File: config.mk
export PLATFORM = sky130hd
export DESIGN_NAME = amp_bus_arbiter
export DESIGN_NICKNAME = d
export VERILOG_FILES = /design/src/rtl/amp_arb_pkg.sv /design/src/rtl/amp_rr_pick.sv /design/src/rtl/amp_bus_arbiter.sv
export SDC_FILE = /design/constraint.sdc
export NUM_CORES = 1
export LEC_CHECK = 0
export CAP_MARGIN = 20
export CORE_ASPECT_RATIO = 0.8
export CORE_MARGIN = 2
export CORE_UTILIZATION = 50
export DETAILED_ROUTE_END_ITERATION = 8
export PLACE_DENSITY = 0.76
export SYNTH_ARGS = -nofsm -noshare
export SYNTH_HDL_FRONTEND = slang
export SYNTH_SLANG_ARGS = --single-unit
File: constraint.sdc
create_clock -name clk -period 3.62 [get_ports clk]
set_input_delay 0.543 -clock clk [delete_from_list [all_inputs] [get_ports clk]]
set_output_delay 0.543 -clock clk [all_outputs]
set_load 0.01 [all_outputs]
File: src/rtl/amp_arb_pkg.sv
// Shared types and constants for the amp_bus_arbiter slice.
package amp_arb_pkg;

  localparam int unsigned NUM_REQ   = 4;
  localparam int unsigned SEL_W     = 2;
  localparam int unsigned TIMEOUT_W = 16;

  typedef enum logic [0:0] {
    IDLE,
    GRANT
  } arb_state_e;

endpackage

File: src/rtl/amp_rr_pick.sv
// Combinational round-robin picker: first set request at or after ptr_i, with wrap.
module amp_rr_pick
  import amp_arb_pkg::*;
(
  input  logic [NUM_REQ-1:0] req_i,
  input  logic [SEL_W-1:0]   ptr_i,
  output logic [NUM_REQ-1:0] win_o,
  output logic [SEL_W-1:0]   idx_o,
  output logic               any_o
);

  logic             found;
  logic [SEL_W-1:0] cand;

  // Scan from ptr_i upward; the 2-bit candidate index wraps naturally.
  always_comb begin
    win_o = '0;
    idx_o = '0;
    any_o = |req_i;
    found = 1'b0;
    cand  = '0;
    for (int unsigned i = 0; i < NUM_REQ; i++) begin
      cand = ptr_i + SEL_W'(i);
      if (!found && req_i[cand]) begin
        found       = 1'b1;
        win_o[cand] = 1'b1;
        idx_o       = cand;
      end
    end
  end

endmodule

File: src/rtl/amp_bus_arbiter.sv
// Round-robin arbiter/sequencer for the shared 32-bit resource port.
// Optional grant watchdog enabled by defining AMP_ARB_TIMEOUT_EN; without it
// err_timeout/err_id are tied low and a grant waits for res_done indefinitely.
module amp_bus_arbiter
  import amp_arb_pkg::*;
#(
  parameter int unsigned NUM_REQ        = 4,
  parameter int unsigned TIMEOUT_CYCLES = 256
) (
  input  logic               clk,
  input  logic               rst_n,
  input  logic [NUM_REQ-1:0] req,
  input  logic               res_done,
  output logic [NUM_REQ-1:0] gnt,
  output logic [SEL_W-1:0]   sel,
  output logic               busy,
  output logic               err_timeout,
  output logic [SEL_W-1:0]   err_id
);

  // Reject watchdog limits the 16-bit counter cannot represent.
  if (TIMEOUT_CYCLES < 2 || TIMEOUT_CYCLES > 65535) begin : g_bad_timeout
    $error("amp_bus_arbiter: TIMEOUT_CYCLES out of range 2..65535");
  end

  arb_state_e         state_q, state_d;
  logic [NUM_REQ-1:0] gnt_q, gnt_d;
  logic [SEL_W-1:0]   sel_q, sel_d;
  logic               busy_q, busy_d;
  logic [SEL_W-1:0]   ptr_q, ptr_d;

  logic [NUM_REQ-1:0] pick_win;
  logic [SEL_W-1:0]   pick_idx;
  logic               pick_any;

`ifdef AMP_ARB_TIMEOUT_EN
  localparam logic [TIMEOUT_W-1:0] TimeoutLast = TIMEOUT_W'(TIMEOUT_CYCLES - 1);

  logic [TIMEOUT_W-1:0] cnt_q, cnt_d;
  logic                 err_timeout_q, err_timeout_d;
  logic [SEL_W-1:0]     err_id_q, err_id_d;
`endif

  amp_rr_pick u_pick (
    .req_i (req),
    .ptr_i (ptr_q),
    .win_o (pick_win),
    .idx_o (pick_idx),
    .any_o (pick_any)
  );

  // Next-state: arbitrate in IDLE, hold the grant until completion (or watchdog abort).
  always_comb begin
    state_d = state_q;
    gnt_d   = gnt_q;
    sel_d   = sel_q;
    busy_d  = busy_q;
    ptr_d   = ptr_q;
`ifdef AMP_ARB_TIMEOUT_EN
    cnt_d         = cnt_q;
    err_timeout_d = 1'b0;
    err_id_d      = err_id_q;
`endif
    unique case (state_q)
      IDLE: begin
        if (pick_any) begin
          state_d = GRANT;
          gnt_d   = pick_win;
          sel_d   = pick_idx;
          busy_d  = 1'b1;
          ptr_d   = pick_idx + 2'd1;
`ifdef AMP_ARB_TIMEOUT_EN
          cnt_d   = '0;
`endif
        end
      end
      GRANT: begin
        // res_done takes precedence over a coincident watchdog expiry.
        if (res_done) begin
          state_d = IDLE;
          gnt_d   = '0;
          sel_d   = '0;
          busy_d  = 1'b0;
`ifdef AMP_ARB_TIMEOUT_EN
        end else if (cnt_q == TimeoutLast) begin
          state_d       = IDLE;
          gnt_d         = '0;
          sel_d         = '0;
          busy_d        = 1'b0;
          err_timeout_d = 1'b1;
          err_id_d      = sel_q;
        end else begin
          cnt_d = cnt_q + 1'b1;
`endif
        end
      end
      default: state_d = IDLE;
    endcase
  end

  // State and output registers; async reset drops any transaction in flight silently.
  always_ff @(posedge clk or negedge rst_n) begin
    if (!rst_n) begin
      state_q <= IDLE;
      gnt_q   <= '0;
      sel_q   <= '0;
      busy_q  <= 1'b0;
      ptr_q   <= '0;
`ifdef AMP_ARB_TIMEOUT_EN
      cnt_q         <= '0;
      err_timeout_q <= 1'b0;
      err_id_q      <= '0;
`endif
    end else begin
      state_q <= state_d;
      gnt_q   <= gnt_d;
      sel_q   <= sel_d;
      busy_q  <= busy_d;
      ptr_q   <= ptr_d;
`ifdef AMP_ARB_TIMEOUT_EN
      cnt_q         <= cnt_d;
      err_timeout_q <= err_timeout_d;
      err_id_q      <= err_id_d;
`endif
    end
  end

  assign gnt  = gnt_q;
  assign sel  = sel_q;
  assign busy = busy_q;
`ifdef AMP_ARB_TIMEOUT_EN
  assign err_timeout = err_timeout_q;
  assign err_id      = err_id_q;
`else
  assign err_timeout = 1'b0;
  assign err_id      = '0;
`endif

endmodule

==> summary.txt, run 1 <==
number of unique standard cell types used by synthesis: 41
remaining antenna violation count after routing: 0
power share of the clock group: 0.118
die span in x: 54.6 um
count of boundary I/O pins: 17
maximum clock insertion buffer count: 2
top-count cell post-synth: dfrtp_1
Post-Place Cell Area: 0.00111 mm2
hold buffer count at CTS: 0
switching power of the nets: 385 uW
RePlAce Congestion: 0.773
internal power contribution: 487 uW
relative contribution of combinational cells to total power: 0.646
power per standard cell area: 760 mW/mm2
cts bufs inserted: 3
detailed placer's ending HPWL: 1.57 mm
summed instance area of the synthesized netlist: 0.00102 mm2
maximum level of the CTS H-tree: 1
endpoint type of the worst setup path: flop
initial antenna violation count: 0
fraction of the yosys area taken by sequential cells: 0.245
result of the run: finished clean
Critical Path AT: 2.89 ns
final total negative setup slack: 0 ns
clock net sink count: 10
number of flip-flops and latches in the synthesized netlist: 10
finished layout cell area: 0.00115 mm2
Tcrit/Tclk final: 0.741
YS warnings: 0
Crit Path Category: flop to flop
Gate Count Post-Synth: 113
Slew Limit Fails: 0
FFs w/ async S/R, synth: 1.00
count of endpoints failing setup in the final report: 0
hold slack final: 0.536 ns
delay-heaviest family, CP: compound AO/OA/AOI/OAI gates
pre-CTS WS: 0.924 ns
number of nets in the finished design: 134
via density per instance: 6.43
worst slew margin relative to its limit: 0.630
minimum setup slack among reg-to-reg paths: 0.94 ns
routed wirelength normalized by instance count: 16.0 um
overall overflow remaining after global route: 0
post-layout minimum cycle time: 2.68 ns
count of buffers from port buffering: 13
top post-synthesis cells by area: dfrtp_1 (24%), ha_1 (8.6%), mux4_2 (6.6%)
clk_lat worst skew: 0.27 ns
cells traversed along the worst timing path: inv_1 -> ha_1 -> or3b_1 -> a211oi_1 -> a311oi_1 -> a21oi_1 -> a31o_1
Gates resized, CTS repair: 0
CTS root buffer: clkbuf_4
Rows: 14
nature of the critical path startpoint: flop
worst clock skew: 0.00255 ns
Setup WS post-layout: 0.937 ns
clock input transition at the sequential cells of the worst setup and hold paths: 0.07 ns
total wire length: 2.28 mm
wire length of the first global-routing pass: 3.82 mm
placeable core area: 0.00191 mm2
net switching fraction of the power: 0.442
routed via count: 920
vias in the first global route: 837
leading area contributor after synthesis: dfrtp_1
share of layout cells above drive strength 1: 0.101
critical path's slowest cell: dfrtp_1
setup repair bufs after CTS: 0
Antenna Diode Count: 0
clock tree from TritonCTS: built
count of final hold-check violations: 0
DR iter-0 viols: 18
Layout area overhead: 12.4%
largest net degree at the start of global routing: 23
setup repair after global routing missed its margin: no
Die Area: 0.00242 mm2
Min-Delay Path Class: flop to flop
most used flip-flop cell after synthesis: dfrtp_1
number of buffers and inverters on the critical path: 1
Max FO, Critical Path: 16
die outline height: 44.4 um
Synth Area per Inst: 9.05 um2
portion of total power attributed to sequential cells: 0.236
number of enable-type register cells in the synthesized netlist: 0
largest voltage drop on the vdd net: 0.000447 V
Synth top area share: 0.245
number of max-capacitance violations reported: 0
GRT Overall Usage: 0.221
slew at the pin closest to its max-slew limit: 0.555 ns
number of optimization iterations in the first detailed-route pass: 4
Max Fclk: 373 MHz
DRC errors left: 0
effective utilization at floorplan: 0.535
Crit path largest cell delay: 0.69 ns
most common library cells after synthesis: dfrtp_1 (10), ha_1 (7), nor2_1 (7), o21ai_0 (7), a21oi_1 (6)
Worst Path Required: 3.83 ns
cell leakage power: 0.000479 uW
[stage by stage]
| stage | total power [uW] | instances | utilization |
|---|---|---|---|
| 6_report | 872 | 143 | 0.602 |
| 2_1_floorplan | 618 | 115 | - |
| 3_5_place_dp | 762 | 139 | 0.583 |
| 4_1_cts | 872 | 143 | 0.602 |
| 3_3_place_gp | 742 | 139 | 0.583 |
| 5_1_grt | 944 | 143 | 0.602 |
[state kept, by name (all words and copies together), names as in the netlist]
register  flops
busy          1
gnt           4
ptr_q         2
sel           2
state_q       1
[layout make-up]
cell class                      instances  area [um2]
Fill cell                             174         761
Multi-Input combinational cell         88         683
Sequential cell                        10         250
Timing Repair Buffer                   14         138
Clock buffer                            4        36.3
Tap cell                               24        30.0
Inverter                                3        11.3
[cell usage in the layout, fill, tap and decap left out, types with 2 or more instances in the layout]
| cell | count |
|---|---|
| nand2b_1 | 3 |
| inv_1 | 3 |
| dfrtp_1 | 10 |
| nand2_1 | 5 |
| mux2i_1 | 4 |
| a31o_1 | 4 |
| nor4b_1 | 2 |
| o21ai_0 | 7 |
| nor3b_1 | 3 |
| nand3b_1 | 2 |
| ha_1 | 7 |
| conb_1 | 3 |
| o21ai_1 | 4 |
| mux4_2 | 3 |
| a221oi_1 | 4 |
| o31ai_1 | 2 |
| clkbuf_4 | 3 |
| mux2_2 | 2 |
| a21oi_1 | 6 |
| nor2_1 | 7 |
| or4_1 | 2 |
| nor2b_4 | 2 |
| clkdlybuf4s50_1 | 13 |
[metal layers]
metal	wire length, um	up-vias	GRT usage
met5	0	-	0
met4	11	0	0.0250
met3	117	2	0.0777
met2	1160	36	0.361
met1	994	450	0.289
li1	-	432	-
[power by group through the flow]
stage / combinational (uW) / sequential [uW] / clock [uW]
2_1_floorplan: 409 / 209 / 0
3_3_place_gp: 536 / 206 / 0
3_5_place_dp: 552 / 209 / 0
4_1_cts: 561 / 207 / 104
5_1_grt: 619 / 214 / 111
6_report: 564 / 206 / 103
[cell families (layout without fill, tap and decap cells)]
family | after synthesis | count (layout) | share of synthesized area
AO/OA/AOI/OAI | 37 | 37 | 0.246
AND/OR/NAND/NOR | 32 | 32 | 0.198
buffers and inverters | 17 | 21 | 0.0942
flip-flops | 10 | 10 | 0.245
multiplexers | 9 | 9 | 0.127
adder cells (fa/ha/maj) | 7 | 7 | 0.0857
other | 1 | 3 | 0.00367
[path summary, 6_finish.rpt]
kind                                            from                 end  cells after the start
worst min-delay path              sel[0]$_DFFE_PN0P_  sel[0]$_DFFE_PN0P_                      1
worst min register to register    sel[0]$_DFFE_PN0P_  sel[0]$_DFFE_PN0P_                      1
min in group asynchronous                      rst_n  gnt[3]$_DFFE_PN0P_                      1
worst max register to register  ptr_q[1]$_DFFE_PN0P_  gnt[3]$_DFFE_PN0P_                      7
worst max-delay path            ptr_q[1]$_DFFE_PN0P_  gnt[3]$_DFFE_PN0P_                      7
max in group asynchronous                      rst_n  sel[0]$_DFFE_PN0P_                      1
Note: power is estimated with default switching activity, not from simulation.
==> inputs of run 2 (changes only) <==
CORE_UTILIZATION = 47   (was 50)
PLACE_DENSITY = 0.75   (was 0.76)
clock period = 2.41 ns   (was 3.62 ns; I/O delays follow)
==> summary.txt, run 2 (synthesis gave the netlist of run 1 again) <==
Gates resized, CTS repair: 0 (unchanged)
DR iter-0 viols: 17 (-1)
clock input transition at the sequential cells of the worst setup and hold paths: 0.06 ns (about the same)
net switching fraction of the power: 0.436 (-0.00571)
power share of the clock group: 0.085 (-0.033)
detailed-route wire length on metal 1: 1.03 mm (+3.8%)
met3 routed WL: 71 um (-39%)
worst clock skew: 0.00318 ns (+0.000634 ns)
Antenna Diode Count: 0 (unchanged)
setup repair after global routing missed its margin: no
count of final hold-check violations: 0 (unchanged)
power per standard cell area: 1060 mW/mm2 (+40%)
portion of total power attributed to sequential cells: 0.215 (-0.021)
result of the run: finished clean
number of optimization iterations in the first detailed-route pass: 5 (+1)
finished layout cell area: 0.00120 mm2 (+4.1%)
number of max-capacitance violations reported: 0 (unchanged)
maximum level of the CTS H-tree: 1 (unchanged)
placeable core area: 0.00210 mm2 (+10%)
Post-Place Cell Area: 0.00117 mm2 (+5.5%)
Min-Delay Path Class: input port to async pin
endpoint type of the worst setup path: flop
Tcrit/Tclk final: 0.894 (+0.153)
Layout area overhead: 17.0%
die outline height: 45.7 um (+2.9%)
critical path's slowest cell: ha_1
share of layout cells above drive strength 1: 0.151 (+0.0500)
Largest register FFs: 4 (unchanged)
initial antenna violation count: 0 (unchanged)
GRT Overall Usage: 0.176 (-0.0444)
via density per instance: 5.96 (-7.4%)
effective utilization at floorplan: 0.486 (-0.0491)
most used cells in the layout excluding fill and tap cells: clkdlybuf4s50_1 (13), dfrtp_1 (10), buf_4 (9)
post-layout power: 1270 uW (+46%)
vias in the first global route: 799 (-4.5%)
maximum clock insertion buffer count: 2 (unchanged)
leading cell type in the layout, fill and taps excluded: clkdlybuf4s50_1
die span in x: 56.1 um (+2.9%)
routed via count: 900 (-2.2%)
count of boundary I/O pins: 17 (unchanged)
internal power contribution: 716 uW (+47%)
DRC errors left: 0 (unchanged)
count of endpoints failing setup in the final report: 0 (unchanged)
clock tree from TritonCTS: built
WL met2: 1.02 mm (-12%)
number of nets in the finished design: 142 (+6.0%)
remaining antenna violation count after routing: 0 (unchanged)
clk_lat worst skew: 0.25 ns (-0.02 ns)
setup repair bufs after CTS: 0 (unchanged)
post-layout minimum cycle time: 2.15 ns (-0.528 ns)
count of buffers from port buffering: 13 (unchanged)
largest voltage drop on the vdd net: 0.000469 V (+4.9%)
Die Area: 0.00257 mm2 (+5.9%)
nature of the critical path startpoint: flop
total wire length: 2.14 mm (-6.4%)
hold slack final: 0.429 ns (-0.107 ns)
cells traversed along the worst timing path: inv_1 -> ha_1 -> mux4_2 -> a221oi_1 -> o21ai_1 -> a31o_1
routed wirelength normalized by instance count: 14.1 um (-11%)
Critical Path AT: 2.30 ns (-0.59 ns)
cts bufs inserted: 3 (unchanged)
Slew Limit Fails: 0 (unchanged)
detailed placer's ending HPWL: 1.58 mm (+0.60%)
hold buffer count at CTS: 0 (unchanged)
clock net sink count: 10 (unchanged)
RePlAce Congestion: 0.782 (+1.2%)
largest net degree at the start of global routing: 22 (-4.3%)
DR top layer: met4
Rows: 15 (+1)
Crit path largest cell delay: 0.52 ns (-0.17 ns)
fill cell count: 199 (+14%)
Crit Path Category: flop to flop
Finished Core Util: 0.569 (-0.0325)
cell leakage power: 0.000510 uW (+6.5%)
Max Fclk: 464 MHz (+24%)
CTS root buffer: clkbuf_4
Worst Path Required: 2.56 ns (-1.27 ns)
Max FO, Critical Path: 11 (-5)
overall overflow remaining after global route: 0 (unchanged)
relative contribution of combinational cells to total power: 0.700 (+0.054)
switching power of the nets: 554 uW (+44%)
wire length of the first global-routing pass: 3.49 mm (-8.7%)
final total negative setup slack: 0 ns (unchanged)
==> run 2: cell types whose count changed in the layout (fill, tap and decap cells not counted) <==
cell	delta
buf_4	+8
clkbuf_8	-1
==> run 2: final timing paths <==
check	from	to	slack [ns]	cells past startpoint
worst max-delay path	ptr_q[0]$_DFFE_PN0P_	gnt[3]$_DFFE_PN0P_	0.26	6
worst min-delay path	rst_n	gnt[1]$_DFFE_PN0P_	0.43	1
worst max register to register	ptr_q[0]$_DFFE_PN0P_	gnt[3]$_DFFE_PN0P_	0.26	6
worst min register to register	sel[0]$_DFFE_PN0P_	sel[0]$_DFFE_PN0P_	0.53	1
max in group asynchronous	rst_n	ptr_q[0]$_DFFE_PN0P_	1.66	1
min in group clk	sel[0]$_DFFE_PN0P_	sel[0]$_DFFE_PN0P_	0.53	1
==> run 2: power groups by stage <==
stage / clock (uW) / sequential (uW) / combinational, uW
2_1_floorplan: 0 / 314 / 614
3_3_place_gp: 0 / 275 / 862
3_5_place_dp: 0 / 276 / 886
4_1_cts: 113 / 274 / 888
5_1_grt: 119 / 284 / 976
6_report: 108 / 273 / 889
==> run 2: worst max-delay path, delay by kind of cell, from the launching register on <==
family	cells	cell delay, ns
AOI/OAI and AO/OA	3	0.64
adders and majority gates	1	0.52
buffers and inverters	1	0.10
DFF	1	0.34
muxes	1	0.44
==> run 2: metrics by stage <==
stage                     std cells  worst slack (ns)
after floorplan                 115             0.134
after global placement          148             0.180
after detailed placement        148             0.136
after CTS                       151             0.266
after global routing            151             0.129
final                           151             0.255
==> run 2: final cells by class <==
cell class | count | area (um2) | share of cell area
well taps | 25 | 31.3 | 0.0262
flip-flops and latches | 10 | 250 | 0.209
repair buffers | 22 | 198 | 0.165
clock buffers | 3 | 22.5 | 0.0188
inverters | 3 | 11.3 | 0.00941
multi-input cells | 88 | 683 | 0.571
==> run 2: metal layers <==
metal,global-route usage,vias to the layer above
met5,0,-
met4,0.0429,0
met3,0.0455,2
met2,0.294,17
met1,0.232,440
li1,-,441
==> inputs of run 3 (changes only) <==
ABC_CLOCK_PERIOD_IN_PS = 2410   (was not set)
CORE_ASPECT_RATIO = 0.7   (was 0.8)
==> summary.txt, run 3 (synthesis gave the netlist of run 1 again) <==
clk_lat worst skew: 0.27 ns (+0.02 ns)
non-filler instance count after layout: 150 (-0.66%)
Max FO, Critical Path: 11 (unchanged)
setup repair after global routing missed its margin: no
die span in x: 59.7 um (+6.4%)
delay-heaviest family, CP: compound AO/OA/AOI/OAI gates
maximum level of the CTS H-tree: 1 (unchanged)
cts bufs inserted: 3 (unchanged)
clock net sink count: 10 (unchanged)
leading cell type in the layout, fill and taps excluded: clkdlybuf4s50_1
largest net degree at the start of global routing: 22 (unchanged)
portion of total power attributed to sequential cells: 0.215 (about the same)
maximum clock insertion buffer count: 2 (unchanged)
via density per instance: 6.09 (+2.1%)
power share of the clock group: 0.090 (+0.005)
detailed placer's ending HPWL: 1.59 mm (+0.62%)
share of layout cells above drive strength 1: 0.151 (unchanged)
relative contribution of combinational cells to total power: 0.694 (-0.006)
Gates resized, CTS repair: 0 (unchanged)
Critical Path AT: 2.36 ns (+0.06 ns)
number of max-capacitance violations reported: 0 (unchanged)
Die Area: 0.00257 mm2 (+0.14%)
post-layout minimum cycle time: 2.21 ns (+0.0511 ns)
clock tree from TritonCTS: built
GRT Overall Usage: 0.197 (+0.0212)
Min-Delay Path Class: input port to async pin
Rows: 14 (-1)
power per standard cell area: 1070 mW/mm2 (+1.1%)
switching power of the nets: 565 uW (+1.9%)
largest voltage drop on the vdd net: 0.000463 V (-1.4%)
most used cells in the layout excluding fill and tap cells: clkdlybuf4s50_1 (13), dfrtp_1 (10), buf_4 (9)
cells traversed along the worst timing path: inv_1 -> ha_1 -> mux4_2 -> a221oi_1 -> o21ai_1 -> a31o_1
Tcrit/Tclk final: 0.915 (+0.0212)
endpoint type of the worst setup path: flop
hold buffer count at CTS: 0 (unchanged)
clock input transition at the sequential cells of the worst setup and hold paths: 0.07 ns (about the same)
result of the run: finished clean
count of boundary I/O pins: 17 (unchanged)
critical path's slowest cell: ha_1
number of nets in the finished design: 142 (unchanged)
Layout area overhead: 16.9%
nature of the critical path startpoint: flop
net switching fraction of the power: 0.440 (+0.00423)
placeable core area: 0.00210 mm2 (unchanged)
DR iter-0 viols: 47 (+30)
effective utilization at floorplan: 0.486 (unchanged)
worst clock skew: 0.00538 ns (+0.00220 ns)
count of buffers from port buffering: 13 (unchanged)
Antenna Diode Count: 0 (unchanged)
Max Fclk: 453 MHz (-2.3%)
Worst R2R Start: ptr_q[0]$_DFFE_PN0P_
vias in the first global route: 866 (+8.4%)
CTS root buffer: clkbuf_4
DRC errors left: 0 (unchanged)
Crit path largest cell delay: 0.51 ns (about the same)
RePlAce Congestion: 0.890 (+14%)
Slew Limit Fails: 0 (unchanged)
Largest register FFs: 4 (unchanged)
overall overflow remaining after global route: 0 (unchanged)
Crit Path Category: flop to flop
number of buffers and inverters on the critical path: 1 (unchanged)
wire length of the first global-routing pass: 3.90 mm (+12%)
total instance count after detailed placement: 147 (-0.68%)
routed via count: 913 (+1.4%)
cell leakage power: 0.000510 uW (unchanged)
remaining antenna violation count after routing: 0 (unchanged)
total wire length: 2.22 mm (+3.9%)
internal power contribution: 718 uW (+0.21%)
die outline height: 43.0 um (-5.9%)
final total negative setup slack: 0 ns (unchanged)
count of final hold-check violations: 0 (unchanged)
count of endpoints failing setup in the final report: 0 (unchanged)
Setup crit start: ptr_q[0]$_DFFE_PN0P_
number of optimization iterations in the first detailed-route pass: 5 (unchanged)
initial antenna violation count: 0 (unchanged)
Worst Path Required: 2.57 ns (about the same)
routed wirelength normalized by instance count: 14.8 um (+4.6%)
setup repair bufs after CTS: 0 (unchanged)
## run 3: cell counts in the layout (fill, tap and decap cells not counted)
No cell type changed its count.
## run 3: through the flow
| stage | power [uW] | hold WS, ns | util | instance area [um2] | worst slack [ns] |
|---|---|---|---|---|---|
| after CTS | 1280 | 0.416 | 0.568 | 1190 | 0.259 |
| after global routing | 1410 | 0.432 | 0.568 | 1190 | 0.0702 |
| final | 1280 | 0.399 | 0.568 | 1190 | 0.204 |
| after detailed placement | 1160 | 0.516 | 0.558 | 1170 | 0.0905 |
| after floorplan | 928 | 0.0659 | - | 1030 | 0.134 |
| after global placement | 1130 | 0.502 | 0.558 | 1170 | 0.135 |
## run 3: final timing paths
path	end	slack (ns)	depth (start not counted)
min in group clk	sel[0]$_DFFE_PN0P_	0.54	1
min	busy$_DFFE_PN0P_	0.40	1
max in group asynchronous	sel[0]$_DFFE_PN0P_	1.70	1
min reg2reg	sel[0]$_DFFE_PN0P_	0.54	1
max	gnt[1]$_DFFE_PN0P_	0.20	6
max reg2reg	gnt[1]$_DFFE_PN0P_	0.20	6
## run 3: power by group through the flow
stage	clock, uW	combinational (uW)	sequential (uW)
after global routing	131	992	286
after CTS	119	885	276
after global placement	0	859	276
after floorplan	0	614	314
after detailed placement	0	883	279
final	116	890	276
## run 3: worst register-to-register path, delay by kind of cell, from the launching register on
| kind | cells | cell delay, ns |
|---|---|---|
| AO/OA/AOI/OAI | 3 | 0.71 |
| adder cells (fa/ha/maj) | 1 | 0.51 |
| buffers and inverters | 1 | 0.10 |
| flip-flops | 1 | 0.34 |
| multiplexers | 1 | 0.44 |
## run 3: layer usage
metal / part of all wire / track usage / wire, um / vias up
met4: 0 / 0.0356 / 0 / 0
met2: 0.45 / 0.293 / 1010 / 27
li1: - / - / - / 442
met3: 0.041 / 0.0549 / 90 / 0
met1: 0.50 / 0.286 / 1120 / 444
met5: 0 / 0 / 0 / -
## run 3: cell type report
type	count	area [um2]
Fill cell	188	907
Multi-Input combinational cell	88	683
Sequential cell	10	250
Timing Repair Buffer	22	198
Tap cell	24	30.0
Clock buffer	3	22.5
Inverter	3	11.3
